===== src/rtl/prot_cpu_if.sv =====
// CPU-side bridge to the protection core: queues CPU data writes and replays
// them as paced prot_wr pulses, and returns core result/status bytes on reads.
module prot_cpu_if #(
    parameter int DEPTH   = 4,
    parameter int WR_HIGH = 2,
    parameter int WR_GAP  = 2
) (
    input  logic       clk_sys,
    input  logic       reset_n,
    input  logic       cpu_ce,
    input  logic       cpu_cs,
    input  logic       cpu_a0,
    input  logic       cpu_rw,
    input  logic [7:0] cpu_dout,
    output logic [7:0] cpu_din,
    output logic       prot_wr,
    output logic [7:0] prot_wdata,
    input  logic [7:0] prot_dout,
    input  logic [7:0] prot_status,
    output logic       fifo_ovf
);

    localparam int AW      = (DEPTH > 1) ? $clog2(DEPTH) : 1;
    localparam int CNT_MAX = (WR_HIGH > WR_GAP) ? WR_HIGH : WR_GAP;
    localparam int CW      = $clog2(CNT_MAX) + 1;

    typedef enum logic [1:0] {
        ST_IDLE = 2'd0,
        ST_HIGH = 2'd1,
        ST_GAP  = 2'd2
    } state_t;

    state_t        state_r;
    logic [CW-1:0] cnt_r;
    logic [7:0]    mem_r [DEPTH];
    logic [AW-1:0] wr_ptr_r;
    logic [AW-1:0] rd_ptr_r;
    logic [AW:0]   count_r;
    logic [7:0]    wdata_r;
    logic [7:0]    din_r;
    logic          wr_r;
    logic          ovf_r;

    logic access_s;
    logic push_s;
    logic clr_s;
    logic read_s;
    logic pop_s;
    logic full_s;
    logic push_ok_s;
    logic ovf_set_s;
    logic busy_s;
    logic unused_s;

    // Decode sampled bus cycles and queue handshakes
    always_comb begin
        access_s  = 1'b0;
        push_s    = 1'b0;
        clr_s     = 1'b0;
        read_s    = 1'b0;
        pop_s     = 1'b0;
        full_s    = 1'b0;
        push_ok_s = 1'b0;
        ovf_set_s = 1'b0;
        busy_s    = 1'b0;
        access_s  = cpu_ce & cpu_cs & reset_n;
        push_s    = access_s & ~cpu_rw & ~cpu_a0;
        clr_s     = access_s & ~cpu_rw & cpu_a0;
        read_s    = access_s & cpu_rw;
        pop_s     = (state_r == ST_IDLE) && (count_r != {(AW+1){1'b0}});
        full_s    = (count_r == (AW+1)'(DEPTH));
        // A full queue still accepts a push when the head leaves in the same cycle
        push_ok_s = push_s & (~full_s | pop_s);
        ovf_set_s = push_s & full_s & ~pop_s;
        busy_s    = (count_r != {(AW+1){1'b0}}) || (state_r != ST_IDLE);
    end

    assign unused_s = prot_status[0];

    // Queue storage, written only on accepted pushes
    always_ff @(posedge clk_sys) begin
        if (push_ok_s) begin
            mem_r[wr_ptr_r] <= cpu_dout;
        end
    end

    // Queue pointers and occupancy
    always_ff @(posedge clk_sys) begin
        if (!reset_n) begin
            wr_ptr_r <= {AW{1'b0}};
            rd_ptr_r <= {AW{1'b0}};
            count_r  <= {(AW+1){1'b0}};
        end else begin
            if (push_ok_s) begin
                wr_ptr_r <= wr_ptr_r + AW'(1);
            end
            if (pop_s) begin
                rd_ptr_r <= rd_ptr_r + AW'(1);
            end
            count_r <= count_r + (AW+1)'(push_ok_s) - (AW+1)'(pop_s);
        end
    end

    // Pacing FSM: one prot_wr pulse of WR_HIGH cycles, then WR_GAP low cycles
    always_ff @(posedge clk_sys) begin
        if (!reset_n) begin
            state_r <= ST_IDLE;
            cnt_r   <= {CW{1'b0}};
            wr_r    <= 1'b0;
            wdata_r <= 8'h00;
        end else begin
            case (state_r)
                ST_IDLE: begin
                    if (pop_s) begin
                        wdata_r <= mem_r[rd_ptr_r];
                        cnt_r   <= CW'(WR_HIGH - 1);
                        wr_r    <= 1'b1;
                        state_r <= ST_HIGH;
                    end
                end
                ST_HIGH: begin
                    if (cnt_r == {CW{1'b0}}) begin
                        cnt_r   <= CW'(WR_GAP - 1);
                        wr_r    <= 1'b0;
                        state_r <= ST_GAP;
                    end else begin
                        cnt_r <= cnt_r - CW'(1);
                    end
                end
                ST_GAP: begin
                    if (cnt_r == {CW{1'b0}}) begin
                        state_r <= ST_IDLE;
                    end else begin
                        cnt_r <= cnt_r - CW'(1);
                    end
                end
                default: begin
                    state_r <= ST_IDLE;
                    cnt_r   <= {CW{1'b0}};
                    wr_r    <= 1'b0;
                end
            endcase
        end
    end

    // CPU read data and sticky overflow; a set beats a clear in the same cycle
    always_ff @(posedge clk_sys) begin
        if (!reset_n) begin
            din_r <= 8'h00;
            ovf_r <= 1'b0;
        end else begin
            if (ovf_set_s) begin
                ovf_r <= 1'b1;
            end else if (clr_s) begin
                ovf_r <= 1'b0;
            end
            if (read_s) begin
                din_r <= cpu_a0 ? {prot_status[7:1], busy_s} : prot_dout;
            end
        end
    end

    assign cpu_din    = din_r;
    assign prot_wr    = wr_r;
    assign prot_wdata = wdata_r;
    assign fifo_ovf   = ovf_r;

endmodule


===== config.mk =====
export PLATFORM = sky130hd
export DESIGN_NAME = prot_cpu_if
export DESIGN_NICKNAME = d
export VERILOG_FILES = /design/src/rtl/prot_cpu_if.sv
export SDC_FILE = /design/constraint.sdc
export NUM_CORES = 1
export LEC_CHECK = 0
export BUFFER_PORTS_ARGS = -buffer_cell sky130_fd_sc_hd__buf_2
export CAP_MARGIN = 20
export CORE_MARGIN = 3
export CORE_UTILIZATION = 25
export CTS_CLUSTER_DIAMETER = 40
export CTS_CLUSTER_SIZE = 24
export DETAILED_ROUTE_END_ITERATION = 8
export SETUP_SLACK_MARGIN = 0.5
export SLEW_MARGIN = 20
export SYNTH_ARGS = -nofsm -noshare
export SYNTH_HDL_FRONTEND = slang
export SYNTH_SLANG_ARGS = --single-unit
export TNS_END_PERCENT = 1

===== constraint.sdc =====
create_clock -name clk_sys -period 2.7 [get_ports clk_sys]
set_input_delay 0.27 -clock clk_sys [delete_from_list [all_inputs] [get_ports clk_sys]]
set_output_delay 0.27 -clock clk_sys [all_outputs]
set_load 0.05 [all_outputs]

# [Word-level counts from Yosys, hierarchy flattened]
# Memory sizes are Yosys's and may differ from the RTL's. A register that Yosys moved wholly into a read port is not among the register bits.
# Index checks and enable logic that the tools add are counted.
[word_totals] register_bits=21 ram_bits=32 inputBits=30 out_inout_bits=18 elab_cells=63 memories=1
[mem_list] name="mem_r" words=4 word_bits=8 rd=1 rd_ports_with_merged_regs=1 write_ports=1 line_no="35" rtl="logic [7:0] mem_r [DEPTH];"
[classes] add_sub_neg=5 n_eq_ne=7 muxes=15 bitwise_logic=15 reduce_logical=12
[op_table] cell="case mux 2 bit (3 select lines)" n=2
[op_table] cell="2-to-1 mux 2 bit" n=5
[op_table] cell="bitwise AND 1 bit" n=9
[op_table] cell="2-to-1 mux 8 bit" n=1
[op_table] cell="!= test 2 bit (second input constant)" n=4
[op_table] cell="2-to-1 mux 1 bit" n=6
[op_table] cell="AND reduction 3 bit" n=2
[op_table] cell="inverter 1 bit" n=5
[op_table] cell="adder 2 x 1 -> 2 bit (second input constant)" n=2
[op_table] cell="zero test 2 bit" n=2
[op_table] cell="AND reduction 2 bit" n=2
[op_table] cell="nonzero test 2 bit" n=2
[op_table] cell="adder 3 x 1 -> 3 bit" n=1
[op_table] cell="== test 3 bit (second input constant)" n=1
[op_table] cell="case mux 1 bit (3 select lines)" n=1
[op_table] cell="nonzero test 3 bit" n=1
[op_table] cell="subtractor 3 x 1 -> 3 bit" n=1
[op_table] cell="== test 2 x 1 -> 1 bit (second input constant)" n=1
[op_table] cell="== test 2 bit (second input constant)" n=1
[op_table] cell="subtractor 2 x 1 -> 2 bit (second input constant)" n=1
[op_table] cell="logical AND 1 bit" n=1
[op_table] cell="zero test 1 bit" n=1
[op_table] cell="logical OR 1 bit" n=1
[op_table] cell="bitwise OR 1 bit" n=1

# [Logic depth before layout (Yosys ltp)]
[depth] ltp_word=7 depth_mapped=12 mapped_depth_nobuf=10

# [Least setup slack after synthesis]
# OpenSTA, ideal clock, no wires.
[synth_timing] kind="reg-to-reg" start="register state_r[0]" end="register count_r[2]" setup_time_ps=115 t_arrival_ps=2414 required_time_ps=2585 path_slack_ps=171 stages_incl_launch_ff=13 n_path_buf=2 period_less_slack_ps=2529 path_cell_list="dfxtp_1 -> buf_6 -> or2_1 -> buf_6 -> a311oi_4 -> inv_2 -> ha_1 -> inv_1 -> ha_1 -> fa_1 -> xor2_1 -> xnor2_1 -> and2_1"
[synth_via] elab_chain_len=6
[synth_lines] element="from (decl)" line_no="33" rtl="state_t state_r;"
[synth_lines] element="from (signal assigned)" line_no="107" rtl="state_r <= ST_IDLE;"
[synth_lines] element="from (signal assigned)" line_no="118" rtl="state_r <= ST_HIGH;"
[synth_lines] element="from (signal assigned)" line_no="125" rtl="state_r <= ST_GAP;"
[synth_lines] element="zero test 2 bit (*)" line_no="70" rtl="pop_s = (state_r == ST_IDLE) && (count_r != {(AW+1){1'b0}});"
[synth_lines] element="logical AND 1 bit (*)" line_no="70"
[synth_lines] element="bitwise OR 1 bit" line_no="73" rtl="push_ok_s = push_s & (~full_s | pop_s);"
[synth_lines] element="bitwise AND 1 bit" line_no="73"
[synth_lines] element="adder 3 x 1 -> 3 bit" line_no="100" rtl="count_r <= count_r + (AW+1)'(push_ok_s) - (AW+1)'(pop_s);"
[synth_lines] element="subtractor 3 x 1 -> 3 bit (*)" line_no="100"
[synth_lines] element="to (signal assigned)" line_no="92" rtl="count_r <= {(AW+1){1'b0}};"
[synth_lines] element="to (signal assigned)" line_no="100"
[synth_lines] element="to (decl)" line_no="38" rtl="logic [AW:0] count_r;"
# Mark *: on every way between the ends. The rest lies on a longest branch, timed or not.
# A chain may end at the register's enable or synchronous reset.

# [Worst setup path in the final report]
[layout_timing] start="register state_r[1]" end="register wr_ptr_r[0]"
[layout_via] elab_chain_len=4
[layout_lines] element="zero test 2 bit" line_no="70"
[layout_lines] element="logical AND 1 bit" line_no="70"
[layout_lines] element="bitwise OR 1 bit" line_no="73"
[layout_lines] element="bitwise AND 1 bit" line_no="73"
[layout_lines] element="to (signal assigned)" line_no="90" rtl="wr_ptr_r <= {AW{1'b0}};"
[layout_lines] element="to (signal assigned)" line_no="95" rtl="wr_ptr_r <= wr_ptr_r + AW'(1);"
[layout_lines] element="to (decl)" line_no="36" rtl="logic [AW-1:0] wr_ptr_r;"
# No other way between the ends.

==> metrics.cfg <==
[sta]
finalCriticalPeriod_ps=2350
finClkSkew_ps=7.45
min_period_over_period=0.871
slew_viol_final=0
slew_headroom=0.575
hold-worst-slack_ps=147
timing.fmax_mhz=425
setup_ws_ps=349
setup_tns_ps=0
setup-violations-final=0
final-hold-violation-count=0
rsz0062_at_grt=yes
max_slew.worst_pin.slew_ps=636

[synthesis]
synth_area_sq_um=2580
ys_warn_count=0
synthDistinctLibCells=41
syn-instance-count=194
syn_avg_cell_area_sq_um=13.3
synth_nets=233
yosysSeqAreaShare=0.597
ys_seq_elements=61

[grt]
grt_usage=0.0963
met2_usage=0.161
gr-total-overflow=0
grt_busiest_layer=met2
met1_usage=0.112
grt_max_degree=24
antenna_found_initial=0
gr-usage-met3=0.0330
grt_pass1_vias=1690
grt_first_pass_wirelength_microns=8350

[power_and_ir_drop]
p_leak_uw=0.00127
vdd_drop_max_uv=328
p_per_area_nw_per_um2=940

[route]
wl_per_cell_microns=13.3
drtPass1Iterations=4
drt_iter0_markers=64
vias=1701
drc=0
viasPerCell=4.30
wl_microns=5260
antenna_left=0

[placement]
numPortBuffers=46
dp_slack_ps=261
dp_hpwl_microns=3660
gp_congestion=0.761

[critical_path]
path_max_fanout=2
cp-start-kind=flip-flop
crit_type=reg -> reg
cpMostUsedCell=buf_4
worstPathRequired_ps=2920
slowest_stage=dfxtp_4
endpoint_kind=flip-flop
crit_chain=or2_4, a311oi_4, inv_2, buf_4, buf_4, buf_4, buf_4, buf_4, buf_4, buf_4, buf_4, buf_4, mux2i_1
cp_slowest_stage_delay_ps=340
critPathArrivalTime_ps=2570

[clocking]
clk_latency_ps=340
cts_buffers=9
clk_pin_slew_ps=70
cts_tree=done
cts_root_buf=clkbuf_8
clock_path_buffers=2
htree_levels=3
clock_sinks=61

[finish]
nNetsFinal=297
layout-drive-gt1-share=0.373
syn_to_final_growth_pct=27.3
antennaDiodeCount=0

[floorplanning]
pin_count=48
num_rows=36
core-area_sq_um=9910
fp.dieH_microns=108
start_util=0.261
chipWidth_microns=108
fp.dieArea_sq_um=11600

[run]
maxCapViolCount=0

[status]
status=finished clean

[hold_path]
hp-class=in -> reg

state kept, by name, indices dropped and copies added, names as in the netlist:
register,flops
mem_r,32
fifo_ovf,1
state_r,2
cnt_r,2
rd_ptr_r,2
prot_wr,1
prot_wdata,8
wr_ptr_r,2
count_r,3
cpu_din,8
cell type report:
type / instances / area [sq um]
Sequential cell: 61 / 1550
Multi-Input combinational cell: 112 / 973
Inverter: 10 / 37.5
Timing Repair Buffer: 64 / 365
Fill cell: 1009 / 6620
Clock inverter: 7 / 75.1
Tap cell: 133 / 166
Clock buffer: 9 / 124
critical path: cells and delay by family (launching register included):
kind                   cells  cell delay, ps
DFF                        1             340
buffers and inverters     10            1210
muxes                      1             110
AOI/OAI and AO/OA          1             330
and+or+nand+nor            1             240
stage by stage:
step                      power (uW)  instances   util  cell area [sq um]
after global placement          2270        368  0.302               2990
after global routing            3300        396  0.332               3290
after detailed placement        2310        368  0.302               2990
after floorplan                 2040        194      -               2620
final                           3090        396  0.332               3290
after CTS                       3130        395  0.331               3280
cells by family (layout without fill, tap and decap cells):
family,Yosys count,count (layout),synth area share
flops,61,61,0.597
fa+ha+maj,9,9,0.0465
mux,19,19,0.112
xor+xnor,2,2,0.00678
simple gates,51,51,0.104
buf+inv,21,90,0.0378
compound gates,31,31,0.0955
cell usage after synthesis (all sizes together):
library cell,n,share of area
or3,2,0.0048
o2bb2ai,8,0.027
nand2,15,0.022
nand3b,2,0.0058
a21oi,3,0.0058
o21a,1,0.0029
and4,1,0.0034
xnor2,1,0.0034
ha,8,0.039
xor2,1,0.0034
a41oi,1,0.0034
edfxtp,32,0.37
o21bai,1,0.0029
a32o,1,0.0039
dfxtp,29,0.22
clkbuf,5,0.0073
and3b,2,0.0068
nand2b,2,0.0048
o311ai,1,0.0034
and3,1,0.0024
or2,1,0.0024
mux2i,11,0.043
mux4,8,0.070
or3b,1,0.0034
nor3b,1,0.0029
nor2,12,0.018
nand3,1,0.0019
buf,6,0.016
o21ai,4,0.0078
o22ai,2,0.0048
and2,8,0.019
fa,1,0.0078
nor3,2,0.0058
a211oi,8,0.023
inv,10,0.015
a311oi,1,0.010
path summary, 6_finish.rpt:
kind | endpoint | slack, ps | startpoint | cells after the start
hold reg to reg | prot_wdata[4] | 450 | prot_wdata[4] | 2
setup reg to reg | wr_ptr_r[0] | 350 | state_r[1] | 13
setup / recovery | wr_ptr_r[0] | 350 | state_r[1] | 13
hold / removal | mem_r[2][3] | 150 | cpu_dout[3] | 1
report_power, final:
group | switching (uW) | total (uW) | internal [uW]
clock network | 371 | 800 | 428
logic | 640 | 1070 | 432
registers | 118 | 1220 | 1100
what timing repair did:
action / 4_1_cts / 5_1_grt
setup buffers: 11 / 1
endpoints found under the setup margin: 2 / 4
pin swaps: 4 / 1
resized for setup: 2 / 0
hold buffers: 0 / 0
layer usage:
metal	vias to the layer above	wire (microns)
li1	846	-
met2	48	2560
met1	797	2300
met4	0	89
met3	10	305
met5	-	0
cell usage in the layout (no fill, tap or decap), types with 6 or more instances in the layout:
cell type,synthesis,layout
mux4_2,8,8
buf_4,0,18
edfxtp_1,32,32
and2_1,8,8
inv_1,9,8
ha_1,8,6
dfxtp_1,29,28
nor2_1,11,11
clkbuf_8,0,9
o2bb2ai_1,8,8
nand2_1,15,15
a211oi_1,8,8
mux2i_1,11,11
buf_2,3,46
No activity file was read; power rests on OpenSTA's default activity.
